`config.mk`:
```
export PLATFORM = sky130hd
export DESIGN_NAME = decode_stage
export DESIGN_NICKNAME = d
export VERILOG_FILES = /design/src/rtl/decode_stage.sv
export SDC_FILE = /design/constraint.sdc
export NUM_CORES = 1
export LEC_CHECK = 0
export BUFFER_PORTS_ARGS = -buffer_cell sky130_fd_sc_hd__buf_2
export CAP_MARGIN = 10
export CORE_MARGIN = 2
export CORE_UTILIZATION = 50
export CTS_CLUSTER_SIZE = 25
export DETAILED_ROUTE_END_ITERATION = 16
export PLACE_DENSITY = 0.76
export SKIP_CTS_REPAIR_TIMING = 1
export SLEW_MARGIN = 30
export SYNTH_ARGS = -nofsm -noshare
export SYNTH_HDL_FRONTEND = slang
export SYNTH_SLANG_ARGS = --single-unit
```
`constraint.sdc`:
```
create_clock -name clk -period 2.1 [get_ports clk]
set_input_delay 0.315 -clock clk [delete_from_list [all_inputs] [get_ports clk]]
set_output_delay 0.315 -clock clk [all_outputs]
set_load 0.03 [all_outputs]
```
`src/rtl/decode_stage.sv`:
```
// RV32I decode stage: combinational decode of the fetched word, registered into a
// two-entry (main + skid) output buffer so ready_in comes straight from a flop.
module decode_stage #(
  parameter int REG_W    = 5,
  parameter int ALU_OP_W = 4,
  parameter int FU_W     = 2
) (
  input  logic                clk,
  input  logic                reset,
  input  logic                mispredict,
  input  logic                valid_in,
  output logic                ready_in,
  input  logic [31:0]         instr_in,
  input  logic [31:0]         pc_in,
  input  logic [31:0]         pc_4_in,
  output logic                valid_out,
  input  logic                ready_out,
  output logic [31:0]         pc_out,
  output logic [31:0]         pc_4_out,
  output logic [REG_W-1:0]    rs1,
  output logic [REG_W-1:0]    rs2,
  output logic [REG_W-1:0]    rd,
  output logic [31:0]         imm,
  output logic [ALU_OP_W-1:0] alu_op,
  output logic [FU_W-1:0]     fu_type,
  output logic                uses_rs1,
  output logic                uses_rs2,
  output logic                writes_rd,
  output logic                is_load,
  output logic                is_store,
  output logic                is_jump,
  output logic                illegal
);

  typedef struct packed {
    logic [31:0]         pc;
    logic [31:0]         pc_4;
    logic [REG_W-1:0]    rs1;
    logic [REG_W-1:0]    rs2;
    logic [REG_W-1:0]    rd;
    logic [31:0]         imm;
    logic [ALU_OP_W-1:0] alu_op;
    logic [FU_W-1:0]     fu_type;
    logic                uses_rs1;
    logic                uses_rs2;
    logic                writes_rd;
    logic                is_load;
    logic                is_store;
    logic                is_jump;
    logic                illegal;
  } uop_t;

  typedef enum logic [1:0] {EMPTY, ONE, FULL} state_t;

  state_t state, state_next;
  logic   ready_q;
  uop_t   dec, main_q, skid_q;
  logic   load_main_dec, load_main_skid, load_skid_dec;
  logic   accept, out_fire;

  logic [6:0]  opcode;
  logic [2:0]  funct3;
  logic [31:0] imm_i, imm_s, imm_b, imm_u, imm_j, imm_v;
  logic [3:0]  alu_c;
  logic [1:0]  fu_c;
  logic        legal, u1, u2, wr, ld, st, jmp;

  assign opcode = instr_in[6:0];
  assign funct3 = instr_in[14:12];
  assign imm_i  = {{20{instr_in[31]}}, instr_in[31:20]};
  assign imm_s  = {{20{instr_in[31]}}, instr_in[31:25], instr_in[11:7]};
  assign imm_b  = {{19{instr_in[31]}}, instr_in[31], instr_in[7], instr_in[30:25],
                   instr_in[11:8], 1'b0};
  assign imm_u  = {instr_in[31:12], 12'b0};
  assign imm_j  = {{11{instr_in[31]}}, instr_in[31], instr_in[19:12], instr_in[20],
                   instr_in[30:21], 1'b0};

  // Class decode; illegal words keep flowing but with every effect stripped.
  always_comb begin
    legal = 1'b1;
    u1    = 1'b0;
    u2    = 1'b0;
    wr    = 1'b0;
    ld    = 1'b0;
    st    = 1'b0;
    jmp   = 1'b0;
    alu_c = 4'd0;
    fu_c  = 2'd0;
    imm_v = 32'd0;
    case (opcode)
      7'b0110111: begin wr = 1'b1; imm_v = imm_u; alu_c = 4'd10; end
      7'b0010111: begin wr = 1'b1; imm_v = imm_u; alu_c = 4'd11; end
      7'b1101111: begin wr = 1'b1; jmp = 1'b1; fu_c = 2'd1; imm_v = imm_j; end
      7'b1100111: begin
        legal = (funct3 == 3'd0);
        u1 = 1'b1; wr = 1'b1; jmp = 1'b1; fu_c = 2'd1; imm_v = imm_i;
      end
      7'b1100011: begin
        legal = (funct3 != 3'd2) && (funct3 != 3'd3);
        u1 = 1'b1; u2 = 1'b1; fu_c = 2'd1; imm_v = imm_b; alu_c = {1'b0, funct3};
      end
      7'b0000011: begin
        legal = (funct3 != 3'd3) && (funct3 != 3'd6) && (funct3 != 3'd7);
        u1 = 1'b1; wr = 1'b1; ld = 1'b1; fu_c = 2'd2; imm_v = imm_i; alu_c = {1'b0, funct3};
      end
      7'b0100011: begin
        legal = (funct3 <= 3'd2);
        u1 = 1'b1; u2 = 1'b1; st = 1'b1; fu_c = 2'd2; imm_v = imm_s; alu_c = {1'b0, funct3};
      end
      7'b0010011, 7'b0110011: begin
        u1 = 1'b1;
        wr = 1'b1;
        u2 = opcode[5];
        imm_v = opcode[5] ? 32'd0 : imm_i;
        case (funct3)
          3'd0: alu_c = (opcode[5] && instr_in[30]) ? 4'd1 : 4'd0;
          3'd1: alu_c = 4'd2;
          3'd2: alu_c = 4'd3;
          3'd3: alu_c = 4'd4;
          3'd4: alu_c = 4'd5;
          3'd5: alu_c = instr_in[30] ? 4'd7 : 4'd6;
          3'd6: alu_c = 4'd8;
          default: alu_c = 4'd9;
        endcase
      end
      7'b0001111, 7'b1110011: legal = 1'b1;
      default: legal = 1'b0;
    endcase

    dec           = '0;
    dec.pc        = pc_in;
    dec.pc_4      = pc_4_in;
    dec.illegal   = !legal;
    if (legal) begin
      dec.uses_rs1  = u1;
      dec.uses_rs2  = u2;
      dec.rs1       = u1 ? REG_W'(instr_in[19:15]) : '0;
      dec.rs2       = u2 ? REG_W'(instr_in[24:20]) : '0;
      dec.writes_rd = wr && (instr_in[11:7] != 5'd0);
      dec.rd        = dec.writes_rd ? REG_W'(instr_in[11:7]) : '0;
      dec.imm       = imm_v;
      dec.alu_op    = ALU_OP_W'(alu_c);
      dec.fu_type   = FU_W'(fu_c);
      dec.is_load   = ld;
      dec.is_store  = st;
      dec.is_jump   = jmp;
    end
  end

  assign accept   = valid_in && ready_q;
  assign out_fire = (state != EMPTY) && ready_out;

  always_ff @(posedge clk) begin
    if (reset) begin
      state   <= EMPTY;
      ready_q <= 1'b1;
    end else begin
      state   <= state_next;
      ready_q <= (state_next != FULL);
    end
  end

  // Skid is always the younger entry, so main refills from skid before any new op.
  always_comb begin
    state_next     = state;
    load_main_dec  = 1'b0;
    load_main_skid = 1'b0;
    load_skid_dec  = 1'b0;
    if (mispredict) begin
      state_next = EMPTY;
    end else begin
      case (state)
        EMPTY: if (accept) begin state_next = ONE; load_main_dec = 1'b1; end
        ONE: begin
          if (accept && out_fire)       load_main_dec = 1'b1;
          else if (accept)              begin state_next = FULL; load_skid_dec = 1'b1; end
          else if (out_fire)            state_next = EMPTY;
        end
        FULL: if (out_fire) begin state_next = ONE; load_main_skid = 1'b1; end
        default: state_next = EMPTY;
      endcase
    end
  end

  always_ff @(posedge clk) begin
    if (reset) begin
      main_q <= '0;
      skid_q <= '0;
    end else begin
      if (load_main_dec)       main_q <= dec;
      else if (load_main_skid) main_q <= skid_q;
      if (load_skid_dec)       skid_q <= dec;
    end
  end

  always_comb begin
    valid_out = (state != EMPTY);
    ready_in  = ready_q;
    pc_out    = main_q.pc;
    pc_4_out  = main_q.pc_4;
    rs1       = main_q.rs1;
    rs2       = main_q.rs2;
    rd        = main_q.rd;
    imm       = main_q.imm;
    alu_op    = main_q.alu_op;
    fu_type   = main_q.fu_type;
    uses_rs1  = main_q.uses_rs1;
    uses_rs2  = main_q.uses_rs2;
    writes_rd = main_q.writes_rd;
    is_load   = main_q.is_load;
    is_store  = main_q.is_store;
    is_jump   = main_q.is_jump;
    illegal   = main_q.illegal;
  end

endmodule

```
Word level (Yosys, flattened, before mapping)
Cells that the tools add are included.
{"block": "word_totals", "register_bits": 251, "latch_bits": 0, "in_bits": 101, "out_inout_bits": 126, "mem_bits_ro": 0, "memories": 0, "word_cells": 119, "ram_bits": 0}
{"block": "op_classes", "addsub": 0, "muxes": 37, "mul": 0, "n_div": 0, "n_bitwise": 0, "shifts": 0, "order_cmp": 1, "reduce_logical": 25, "eq_ne": 24}
{"op": "$mux 124", "n": 2}
{"op": "$pmux 32 s6", "n": 1}
{"op": "$mux 59", "n": 1}
{"op": "$mux 32", "n": 1}
{"op": "$eq 7x7->1 const B", "n": 4}
{"op": "$pmux 4 s7", "n": 1}
{"op": "$eq 7x6->1 const B", "n": 3}
{"op": "$mux 1", "n": 16}
{"op": "$pmux 4 s4", "n": 1}
{"op": "$mux 5", "n": 3}
{"op": "$eq 7x5->1 const B", "n": 2}
{"op": "$reduce_or 7->1", "n": 2}
{"op": "$mux 2", "n": 6}
{"op": "$reduce_or 2->1", "n": 6}
{"op": "$eq 3x3->1 const B", "n": 3}
{"op": "$logic_and 1x1->1", "n": 8}
{"op": "$eq 7x2->1 const B", "n": 1}
{"op": "$eq 7x4->1 const B", "n": 1}
{"op": "$eq 3x2->1 const B", "n": 2}
{"op": "$ne 3x2->1 const B", "n": 2}
{"op": "$ne 3x3->1 const B", "n": 2}
{"op": "$pmux 2 s3", "n": 1}
{"op": "$reduce_or 3->1", "n": 2}
{"op": "$reduce_or 6->1", "n": 1}
{"op": "other kinds (13)", "n": 15}

Depth between registers and ports, before layout
Gate-level depths: netlist (run 1).
{"block": "logic_depth", "word_depth": 8, "mapped_depth": 7, "depth_no_buf": 5}

Worst setup path after synthesis (run 1)
No wires, ideal clock.
{"block": "synth_timing", "path_type": "register -> register", "start": "reg ready_q (netlist: ready_in)", "end": "reg skid_q[1] (netlist bit)", "arrival_time_ns": 1.623, "path_buffers": 2, "setup_time_ns": 0.130, "stages_incl_launch_ff": 7, "t_required_ns": 1.970, "synth_period_minus_slack_ns": 1.753, "path_slack_ns": 0.347, "cell_sequence": "dfxtp_1 -> nand2_1 -> or4_1 -> clkbuf_1 -> clkbuf_1 -> nand3b_1 -> o41ai_1"}
{"block": "synth_via", "elab_chain_len": 5, "word_cells_on_any_way": 6, "cone_classes": "mux: 4; reduce/logical: 2"}
{"item": "start: declaration", "line_no": "56", "source": "logic ready_q;"}
{"item": "start signal: assignment", "line_no": "159", "source": "ready_q <= (state_next != FULL);"}
{"item": "$logic_and 1x1->1 *", "line_no": "150", "source": "assign accept = valid_in && ready_q;"}
{"item": "$mux 1 / $logic_and 1x1->1 (equally long branches)", "line_no": "176, 175"}
{"item": "$mux 1 *", "line_no": "175", "source": "if (accept && out_fire) load_main_dec = 1'b1;"}
{"item": "$mux 1 *", "line_no": "172", "source": "case (state)"}
{"item": "$mux 1 *", "line_no": "169", "source": "if (mispredict) begin"}
{"item": "end signal: assignment", "line_no": "188", "source": "skid_q <= '0;"}
{"item": "end signal: assignment", "line_no": "192", "source": "if (load_skid_dec) skid_q <= dec;"}
{"item": "end: declaration", "line_no": "57", "source": "uop_t dec, main_q, skid_q;"}
Every way passes the cells marked *; elsewhere a longest branch is shown, timed or not.
A chain may end at the register's enable or synchronous reset.

Worst setup path in the final report (run 1)
{"block": "layout_timing", "start": "reg state[0]", "end": "reg main_q (netlist bit rd[0])"}
{"block": "layout_via", "elab_chain_len": 7, "word_cells_on_any_way": 14, "cone_classes": "eq/ne: 2; mux: 7; reduce/logical: 5"}
{"item": "start: declaration", "line_no": "55", "source": "state_t state, state_next;"}
{"item": "start signal: assignment", "line_no": "158", "source": "state <= state_next;"}
{"item": "$reduce_bool 2->1", "line_no": "151", "source": "assign out_fire = (state != EMPTY) && ready_out;"}
{"item": "$logic_and 1x1->1", "line_no": "151"}
{"item": "$logic_and 1x1->1", "line_no": "175"}
{"item": "$mux 1", "line_no": "175"}
{"item": "$pmux 1 s2", "line_no": "172"}
{"item": "$mux 1", "line_no": "169"}
{"item": "$mux 124 / $reduce_bool 2->1 (equally long branches)"}
{"item": "end signal: assignment", "line_no": "191", "source": "else if (load_main_skid) main_q <= skid_q;"}
{"item": "end: declaration", "line_no": "57"}
Parallel ways exist; a longest one is shown, timed or not.

==> results of run 1 <==
[how the worst min path moves through the flow]
stage                                    endpoint  cells past startpoint  slack, ns
after floorplan               state[0]$_SDFF_PP0_                      1       0.39
after global placement    skid_q[55]$_SDFFE_PP0P_                      2       0.43
after detailed placement  skid_q[58]$_SDFFE_PP0P_                      2       0.44
after CTS                  skid_q[3]$_SDFFE_PP0P_                      2      0.005
after global routing       skid_q[3]$_SDFFE_PP0P_                      2       0.03
final                      skid_q[3]$_SDFFE_PP0P_                      2       0.02
[layout by cell type, fill, tap and decap left out, drive strengths merged, types with 11 or more instances in the layout]
master / synthesis / final
nand2: 364 / 364
buf: 40 / 267
dfxtp: 251 / 251
a21oi: 94 / 94
nor2: 88 / 88
o21ai: 69 / 69
a311oi: 67 / 67
mux2i: 43 / 43
o22ai: 43 / 43
clkbuf: 60 / 37
mux2: 11 / 11
[state kept, by name, indices dropped and copies added (netlist names)]
register   count
illegal        1
uses_rs2       1
is_jump        1
is_load        1
rd             5
imm           32
ready_in       1
pc_out        32
writes_rd      1
rs1            5
is_store       1
rs2            5
skid_q       124
fu_type        2
pc_4_out      32
uses_rs1       1
alu_op         4
state          2
[stage by stage]
stage	area (um^2)	total power, mW	hold slack, ns	setup TNS [ns]
after detailed placement	11700	5.93	0.437	-0.319
after CTS	12600	10.5	0.00472	0
after global placement	11700	5.92	0.432	0
after floorplan	10200	5.56	0.394	0
after global routing	12600	10.8	0.0284	0
final	12600	10.4	0.0178	0
[cell type report]
| cell class | count | area (um^2) |
|---|---|---|
| Clock inverter | 10 | 114 |
| Fill cell | 1727 | 7590 |
| Clock buffer | 37 | 752 |
| Antenna cell | 1 | 2.50 |
| Sequential cell | 251 | 5020 |
| Timing Repair Buffer | 267 | 1600 |
| Multi-Input combinational cell | 878 | 4730 |
| Tap cell | 270 | 338 |
| Inverter | 5 | 18.8 |
[worst register-to-register path, stage by stage, from the launching register on]
cell and delay [ns]:
dfxtp_1 0.40, nand2b_1 0.19, and3b_1 0.29, nand2b_1 0.16, a31o_4 0.54, o22ai_1 0.25
[metal layers]
layer / routed length, um / up-vias / part of all wire / GRT usage
met1: 11900 / 4443 / 0.43 / 0.322
met5: 13 / - / 0.00047 / 0
met4: 785 / 2 / 0.028 / 0.0793
met2: 12700 / 337 / 0.46 / 0.399
li1: - / 4691 / - / -
met3: 2210 / 51 / 0.080 / 0.0571
[power groups by stage]
stage / Sequential [mW] / Combinational, mW / Clock, mW
2_1_floorplan: 5.21 / 0.353 / 0
3_3_place_gp: 5.03 / 0.898 / 0
3_5_place_dp: 5.03 / 0.905 / 0
4_1_cts: 4.92 / 0.911 / 4.66
5_1_grt: 4.93 / 0.984 / 4.86
6_report: 4.92 / 0.913 / 4.58
[logic make-up (layout without fill, tap and decap cells)]
| kind of cell | Yosys count | count (layout) | share of synthesized area |
|---|---|---|---|
| simple gates | 511 | 511 | 0.206 |
| compound gates | 312 | 312 | 0.198 |
| mux | 54 | 54 | 0.0543 |
| other cells | 0 | 1 | 0 |
| flops | 251 | 251 | 0.492 |
| xor+xnor | 1 | 1 | 0.000858 |
| buf+inv | 105 | 319 | 0.0485 |
==> results.py, run 1 <==
metrics = {
    "setup_path": {
        "cp-end-kind": "register",
        "critical-path-max-stage-delay_ns": 0.54,
        "arrival_ns": 2.35,
        "cp_top_family": "compound AO/OA/AOI/OAI gates",
        "path_depth": 5,
        "r2r_end": "rd[0]$_SDFFE_PP0P_",
        "crit_fanout": 50,
        "path_class": "reg2reg",
        "crit_buf_inv": 0,
        "crit_chain": "nand2b_1, and3b_1, nand2b_1, a31o_4, o22ai_1",
        "slowest_stage": "a31o_4",
        "crit_top_cell": "nand2b_1",
        "critPathRequiredTime_ns": 2.47,
        "r2r-start": "state[0]$_SDFF_PP0_",
        "startpoint": "state[0]$_SDFF_PP0_",
        "ff2ff_setup_slack_ns": 0.13,
        "r2r_cells": 5,
        "setup.worst_path.end": "rd[0]$_SDFFE_PP0P_",
        "critPathLaunchType": "register",
    },
    "synth": {
        "syn_inst": 1234,
        "netlist_area_um2": 10200,
        "syn-num-nets": 1335,
        "synth_top_area_frac": 0.492,
        "ys.flop_type": "dfxtp_1",
        "synth_area_leaders": "dfxtp_1 49%, nand2_1 13%, a311oi_1 5.7%, a21oi_1 4.6%, mux2i_1 4.2%",
        "synth_warnings": 0,
        "ys_types": 53,
        "synth_most_common_cell": "nand2_1",
        "synth-seq-area-share": 0.492,
        "avgSynthCellArea_um2": 8.28,
        "synth_top_cell_by_area": "dfxtp_1",
        "synth_edf_count": 0,
        "synth_common_cells": "364 x nand2_1, 251 x dfxtp_1, 94 x a21oi_1",
        "ys_ff_latch": 251,
        "async_reset_ff_frac": 0,
    },
    "power_and_ir_drop": {
        "swShare": 0.241,
        "p_leak_nw": 5.02,
        "power_density_nw_per_um2": 828,
        "p_clk_frac": 0.440,
        "internal_power_mw": 7.91,
        "power_frac_seq": 0.472,
        "p_sw_mw": 2.51,
        "comb_power_share": 0.088,
        "vdd.ir_drop.worst_uv": 674,
    },
    "sta": {
        "finalCritPeriodShare": 0.940,
        "layout_setup_ws_ns": 0.127,
        "layout_min_cycle_time_ns": 1.97,
        "hold_viol_final": 0,
        "maxSlewViolCount": 0,
        "setup_viol": 0,
        "rsz0062_at_grt": "false",
        "skew_ns": 0.0111,
        "tightest_slew_ns": 0.849,
        "slew_headroom": 0.432,
        "fmax_mhz": 507,
    },
    "floorplanning": {
        "coreArea_um2": 20200,
        "die_height_um": 147,
        "fp.dieW_um": 147,
        "die_area_um2": 21600,
        "rows": 52,
        "ios": 227,
        "initial_utilization": 0.506,
    },
    "routing": {
        "drt-initial-drc-count": 605,
        "wirelength_um": 27600,
        "firstDrtPassIters": 8,
        "via_count": 9524,
        "drt.antenna.violating_nets": 0,
        "vias_per_cell": 5.54,
        "drc": 0,
        "wl_per_cell_um": 16.1,
    },
    "global_route": {
        "overflow": 0,
        "first_global_vias": 8770,
        "grt_antenna_before_repair": 2,
        "grt_pass1_wl_um": 44000,
        "grt_max_degree": 113,
        "grtUsageTotal": 0.244,
    },
    "cts": {
        "cts.sinks": 251,
        "clockBufferDepth": 3,
        "cts.htree.levels": 1,
        "root_buffer": "clkbuf_16",
        "clk_pin_slew_ns": 0.06,
        "clkLatencyLatePin_ns": 0.53,
        "cts_tree": "yes",
        "cts_buffers": 26,
    },
    "cells_and_area": {
        "stdcell_count": 1719,
        "fin_util": 0.624,
        "final_nets": 1530,
        "syn_to_final_growth_pct": 23.2,
        "layout-drive-gt1-share": 0.235,
    },
    "placement": {
        "dpl_worst_slack_ns": -0.0374,
        "dp_cells": 1671,
        "gp_congestion": 0.884,
        "portBuffers": 226,
        "dp_hpwl_um": 18300,
    },
    "worst_hold_path": {
        "hp-class": "in2reg",
        "hp-start": "reset",
    },
    "run": {
        "cap_violations": 0,
    },
    "outcome": {
        "run_status": "completed",
    },
}
(Power assumes the default switching activity.)
==> inputs of run 2 (changes only) <==
- CORE_UTILIZATION: 50 -> 35
- PLACE_DENSITY: 0.76 -> 0.57
==> run 2 against run 1 <==
Effect of this change:
- first-iteration DRC count increased by 11%
- highest routed layer unchanged
- clock skew grew 0.0016 ns
- cell count grew 7.3%
- core utilization decreased by 18 points
- count of clock-buffer cells in the layout is 9 higher
- sequential cell count unchanged
- via count fell by 1.0%
- die area increased by 42%
- worst hold slack improved by 0.0074 ns
==> results.py, run 2 (synthesis gave the netlist of run 1 again) <==
metrics = {
    "worst_hold_path": {
        "hold_path_end": "skid_q[84]$_SDFFE_PP0P_",
        "hp-start": "pc_4_in[24]",
        "min_path_cells": 3,
        "hp-class": "in2reg",
    },
    "setup_path": {
        "critPathRequiredTime_ns": 2.56,
        "crit_chain": "nand2b_1, nor4_4, buf_4, nand2b_1, a31o_4, buf_12, o21ai_1",
        "critPathLaunchType": "register",
        "ff2ff_setup_slack_ns": 0.21,
        "crit_top_cell": "nand2b_1",
        "path_class": "reg2reg",
        "critical-path-max-stage-delay_ns": 0.39,
        "r2r_end": "skid_q[58]$_SDFFE_PP0P_",
        "arrival_ns": 2.35,
        "r2r-start": "state[0]$_SDFF_PP0_",
        "slowest_stage": "dfxtp_1",
        "crit_fanout": 50,
        "r2r_cells": 7,
        "cp-end-kind": "register",
    },
    "power_and_ir_drop": {
        "power_frac_seq": 0.463,
        "vdd.ir_drop.worst_uv": 541,
        "comb_power_share": 0.086,
        "p_clk_frac": 0.451,
        "power_mw": 10.6,
        "swShare": 0.243,
        "internal_power_mw": 8.05,
        "p_leak_nw": 5.05,
        "power_density_nw_per_um2": 832,
        "p_sw_mw": 2.59,
    },
    "routing": {
        "met1Wirelength_um": 13700,
        "drc": 0,
        "via_count": 9429,
        "wirelength_um": 30100,
        "drt-initial-drc-count": 670,
        "vias_per_cell": 5.11,
        "met3_length_um": 2590,
        "wl_met2_um": 13100,
        "highest_layer": "met5",
        "wl_per_cell_um": 16.3,
        "drt.antenna.violating_nets": 0,
        "firstDrtPassIters": 5,
    },
    "global_route": {
        "overflow": 0,
        "first_global_vias": 8880,
        "grtUsageTotal": 0.191,
        "grt_antenna_before_repair": 3,
        "grt_max_degree": 103,
        "grt_pass1_wl_um": 48100,
    },
    "sta": {
        "fin_hold_ws_ns": 0.0252,
        "skew_ns": 0.0126,
        "rsz0062_at_grt": "false",
        "tightest_slew_ns": 0.687,
        "hold_viol_final": 0,
        "layout_min_cycle_time_ns": 1.89,
        "finalCritPeriodShare": 0.900,
        "setup_viol": 0,
        "slew_headroom": 0.542,
        "fmax_mhz": 529,
        "maxSlewViolCount": 0,
    },
    "cells_and_area": {
        "syn_to_final_growth_pct": 25.2,
        "final_common_cell": "nand2_1",
        "largest_reg_flops": 124,
        "final_nets": 1538,
        "n_fill_cell": 2873,
        "largest-register": "skid_q",
        "layout-drive-gt1-share": 0.235,
        "final_cell_mix": "364 x nand2_1, 251 x dfxtp_1, 225 x buf_2, 93 x a21oi_1, 87 x nor2_1",
    },
    "floorplanning": {
        "die_area_um2": 30600,
        "initial_utilization": 0.356,
        "fp.dieW_um": 175,
        "coreArea_um2": 28700,
        "ios": 227,
        "die_height_um": 175,
        "rows": 62,
    },
    "placement": {
        "gp_congestion": 0.850,
        "dp_hpwl_um": 20200,
        "portBuffers": 226,
    },
    "run": {
        "cap_violations": 0,
    },
    "cts": {
        "cts_buffers": 28,
        "clk_pin_slew_ns": 0.06,
        "cts_tree": "yes",
        "cts.htree.levels": 1,
        "clockBufferDepth": 3,
        "cts.sinks": 251,
        "clkLatencyLatePin_ns": 0.54,
        "root_buffer": "clkbuf_16",
    },
    "outcome": {
        "run_status": "completed",
    },
}
==> run 2: changes by cell type in the layout (fill, tap and decap cells not counted), sizes merged <==
cell / change
clkinvlp: -1
clkbuf: +9
diode: +2
bufinv: -1
buf: +6
clkinv: -4
==> run 2: stage by stage <==
step,cells,setup WS [ns],utilization,setup TNS [ns],area (um^2)
2_1_floorplan,1234,0.347,-,0,10200
3_3_place_gp,1791,-0.0601,0.414,-0.625,11900
3_5_place_dp,1791,0.0882,0.414,0,11900
4_1_cts,1841,0.228,0.445,0,12800
5_1_grt,1842,0.124,0.445,0,12800
6_report,1844,0.210,0.445,0,12800
==> run 2: critical path, delay by kind of cell, from the launching register on <==
kind | cells | cell delay (ns)
compound gates | 2 | 0.44
buf+inv | 2 | 0.34
simple gates | 3 | 0.58
flops | 1 | 0.39
==> run 2: cell type report <==
type	count	area, um^2	share of cell area
diodes	3	7.51	0.000587
clock buffers	46	860	0.0672
clock inverters	4	45.0	0.00352
inverters	5	18.8	0.00147
multi-input cells	878	4720	0.370
flip-flops and latches	251	5020	0.393
well taps	384	480	0.0376
repair buffers	273	1620	0.127
==> run 2: power by group through the flow <==
stage	registers (mW)	logic, mW	clock network, mW
finish	4.92	0.918	4.80
global route	4.94	0.995	5.14
CTS	4.92	0.924	4.93
detailed placement	5.03	0.920	0
global placement	5.03	0.913	0
floorplan	5.21	0.353	0
==> run 2: how the worst max path moves through the flow <==
stage,start,to,slack [ns],cells past startpoint
6_report,state[0]$_SDFF_PP0_,skid_q[58]$_SDFFE_PP0P_,0.21,7
3_5_place_dp,ready_out,skid_q[53]$_SDFFE_PP0P_,0.09,8
5_1_grt,state[1]$_SDFF_PP0_,skid_q[33]$_SDFFE_PP0P_,0.12,6
2_1_floorplan,ready_in$_SDFF_PP1_,skid_q[1]$_SDFFE_PP0P_,0.35,6
4_1_cts,state[0]$_SDFF_PP0_,skid_q[36]$_SDFFE_PP0P_,0.23,7
3_3_place_gp,instr_in[6],imm[28]$_SDFFE_PP0P_,-0.06,6
==> run 2: metal layers <==
layer	global-route usage	up-vias
met5	0	-
met2	0.295	290
met3	0.0561	57
met4	0.0521	4
met1	0.259	4374
li1	-	4704
==> inputs of run 3 (changes only) <==
- HOLD_SLACK_MARGIN: unset -> 0.1
- TNS_END_PERCENT: unset -> 30
==> run 3 against run 2 <==
Effect of this change:
- cell count up 4.4%
- largest power group unchanged
- clock skew fell by 0.0011 ns
- via count grew 3.1%
- clock power hardly changed
- sequential share of layout area decreased by 2.4 points
- sequential power hardly changed
- worst hold slack improved by 0.054 ns
- final area is 6.4% higher
==> results.py, run 3 (synthesis gave the netlist of run 1 again) <==
metrics = {
    "sta": {
        "fmax_mhz": 522,
        "hold_viol_final": 0,
        "finalCritPeriodShare": 0.912,
        "layout_min_cycle_time_ns": 1.91,
        "maxSlewViolCount": 0,
        "setup_viol": 0,
        "layout_setup_ws_ns": 0.185,
        "skew_ns": 0.0115,
        "slew_headroom": 0.529,
        "tightest_slew_ns": 0.706,
        "rsz0062_at_grt": "false",
    },
    "global_route": {
        "overflow": 0,
        "first_global_vias": 8880,
        "grtUsageTotal": 0.191,
        "grt_max_degree": 103,
        "grt_pass1_wl_um": 48100,
        "grt_antenna_before_repair": 1,
    },
    "setup_path": {
        "slowest_stage": "dlygate4sd3_1",
        "crit_chain": "dlygate4sd3_1, buf_2, nor2_1, and3_4, buf_12, buf_4, nand2_1, a311oi_1",
        "arrival_ns": 2.35,
        "cp_top_family": "buffers and inverters",
        "cp-end-kind": "register",
        "crit_fanout": 31,
        "path_class": "in2reg",
        "critical-path-max-stage-delay_ns": 0.56,
        "critPathRequiredTime_ns": 2.53,
        "critPathLaunchType": "primary input",
        "crit_buf_inv": 4,
    },
    "cts": {
        "clockBufferDepth": 3,
        "clkLatencyLatePin_ns": 0.54,
        "cts_tree": "yes",
        "cts.sinks": 251,
        "root_buffer": "clkbuf_16",
        "clk_pin_slew_ns": 0.06,
        "cts_buffers": 28,
        "cts.htree.levels": 1,
    },
    "cells_and_area": {
        "layout-drive-gt1-share": 0.223,
        "largest_reg_flops": 124,
        "final_cell_mix": "364 x nand2_1, 251 x dfxtp_1, 225 x buf_2, 93 x a21oi_1, 87 x nor2_1",
        "syn_to_final_growth_pct": 33.2,
        "final_nets": 1620,
        "final_common_cell": "nand2_1",
        "largest-register": "skid_q",
    },
    "power_and_ir_drop": {
        "vdd.ir_drop.worst_uv": 552,
        "p_leak_nw": 5.39,
        "power_density_nw_per_um2": 791,
        "power_mw": 10.8,
    },
    "routing": {
        "wirelength_um": 31000,
        "via_count": 9725,
        "drt-initial-drc-count": 628,
        "drt.antenna.violating_nets": 0,
        "firstDrtPassIters": 5,
        "drc": 0,
        "wl_per_cell_um": 16.1,
        "vias_per_cell": 5.05,
    },
    "floorplanning": {
        "die_height_um": 175,
        "coreArea_um2": 28700,
        "die_area_um2": 30600,
        "rows": 62,
        "ios": 227,
        "fp.dieW_um": 175,
        "initial_utilization": 0.356,
    },
    "placement": {
        "gp_congestion": 0.850,
        "portBuffers": 226,
        "dpl_worst_slack_ns": 0.0882,
        "dp_hpwl_um": 20200,
    },
    "outcome": {
        "run_status": "completed",
    },
    "run": {
        "cap_violations": 0,
    },
    "worst_hold_path": {
        "hp-class": "in2reg",
    },
}
-- run 3: cell types whose count changed in the layout (fill, tap and decap cells not counted), sizes merged --
cell	previous run	this run
dlygate4sd3	0	82
diode	3	2
-- run 3: worst paths after layout --
| path | start | endpoint | slack, ns | cells after the start |
|---|---|---|---|---|
| worst max register to register | state[0]$_SDFF_PP0_ | skid_q[40]$_SDFFE_PP0P_ | 0.24 | 7 |
| worst min register to register | skid_q[55]$_SDFFE_PP0P_ | skid_q[55]$_SDFFE_PP0P_ | 0.44 | 2 |
| worst max-delay path | mispredict | pc_4_out[19]$_SDFFE_PP0P_ | 0.19 | 8 |
| worst min-delay path | instr_in[25] | imm[5]$_SDFFE_PP0P_ | 0.08 | 3 |
-- run 3: per-layer routing --
metal  share of wire  global-route usage  vias to the layer above
met5               0                   0                        -
met4           0.022              0.0521                        0
met3           0.080              0.0561                       54
met2            0.44               0.295                      294
met1            0.46               0.259                     4516
li1                -                   -                     4861
-- run 3: cell type report --
class / instances / area, um^2
antenna: 2 / 5.00
clock buffer: 46 / 860
clock inverter: 4 / 45.0
fill: 2786 / 15100
inverter: 5 / 18.8
multi-input combinational: 878 / 4720
sequential: 251 / 5020
tap: 384 / 480
timing repair buffer: 355 / 2440
-- run 3: tightest hold or removal path: cells and delay by family --
kind | cells | cell delay [ns]
compound gates | 1 | 0.06
buf+inv | 1 | 0.11
simple gates | 1 | 0.08
-- run 3: power breakdown --
group          internal, mW  switching, mW  leakage [nW]
clock                  2.89           1.90         0.445
combinational         0.397          0.645          2.91
sequential             4.87         0.0549          2.04
total                  8.15           2.60          5.39
-- run 3: stage by stage --
stage / TNS [ns] / cells / utilization / cell area [um^2] / hold slack, ns
final: 0 / 1925 / 0.474 / 13600 / 0.0788
after global routing: 0 / 1924 / 0.474 / 13600 / 0.101
after CTS: 0 / 1841 / 0.445 / 12800 / 0.00389
after detailed placement: 0 / 1791 / 0.414 / 11900 / 0.438
after global placement: -0.625 / 1791 / 0.414 / 11900 / 0.432
after floorplan: 0 / 1234 / - / 10200 / 0.394
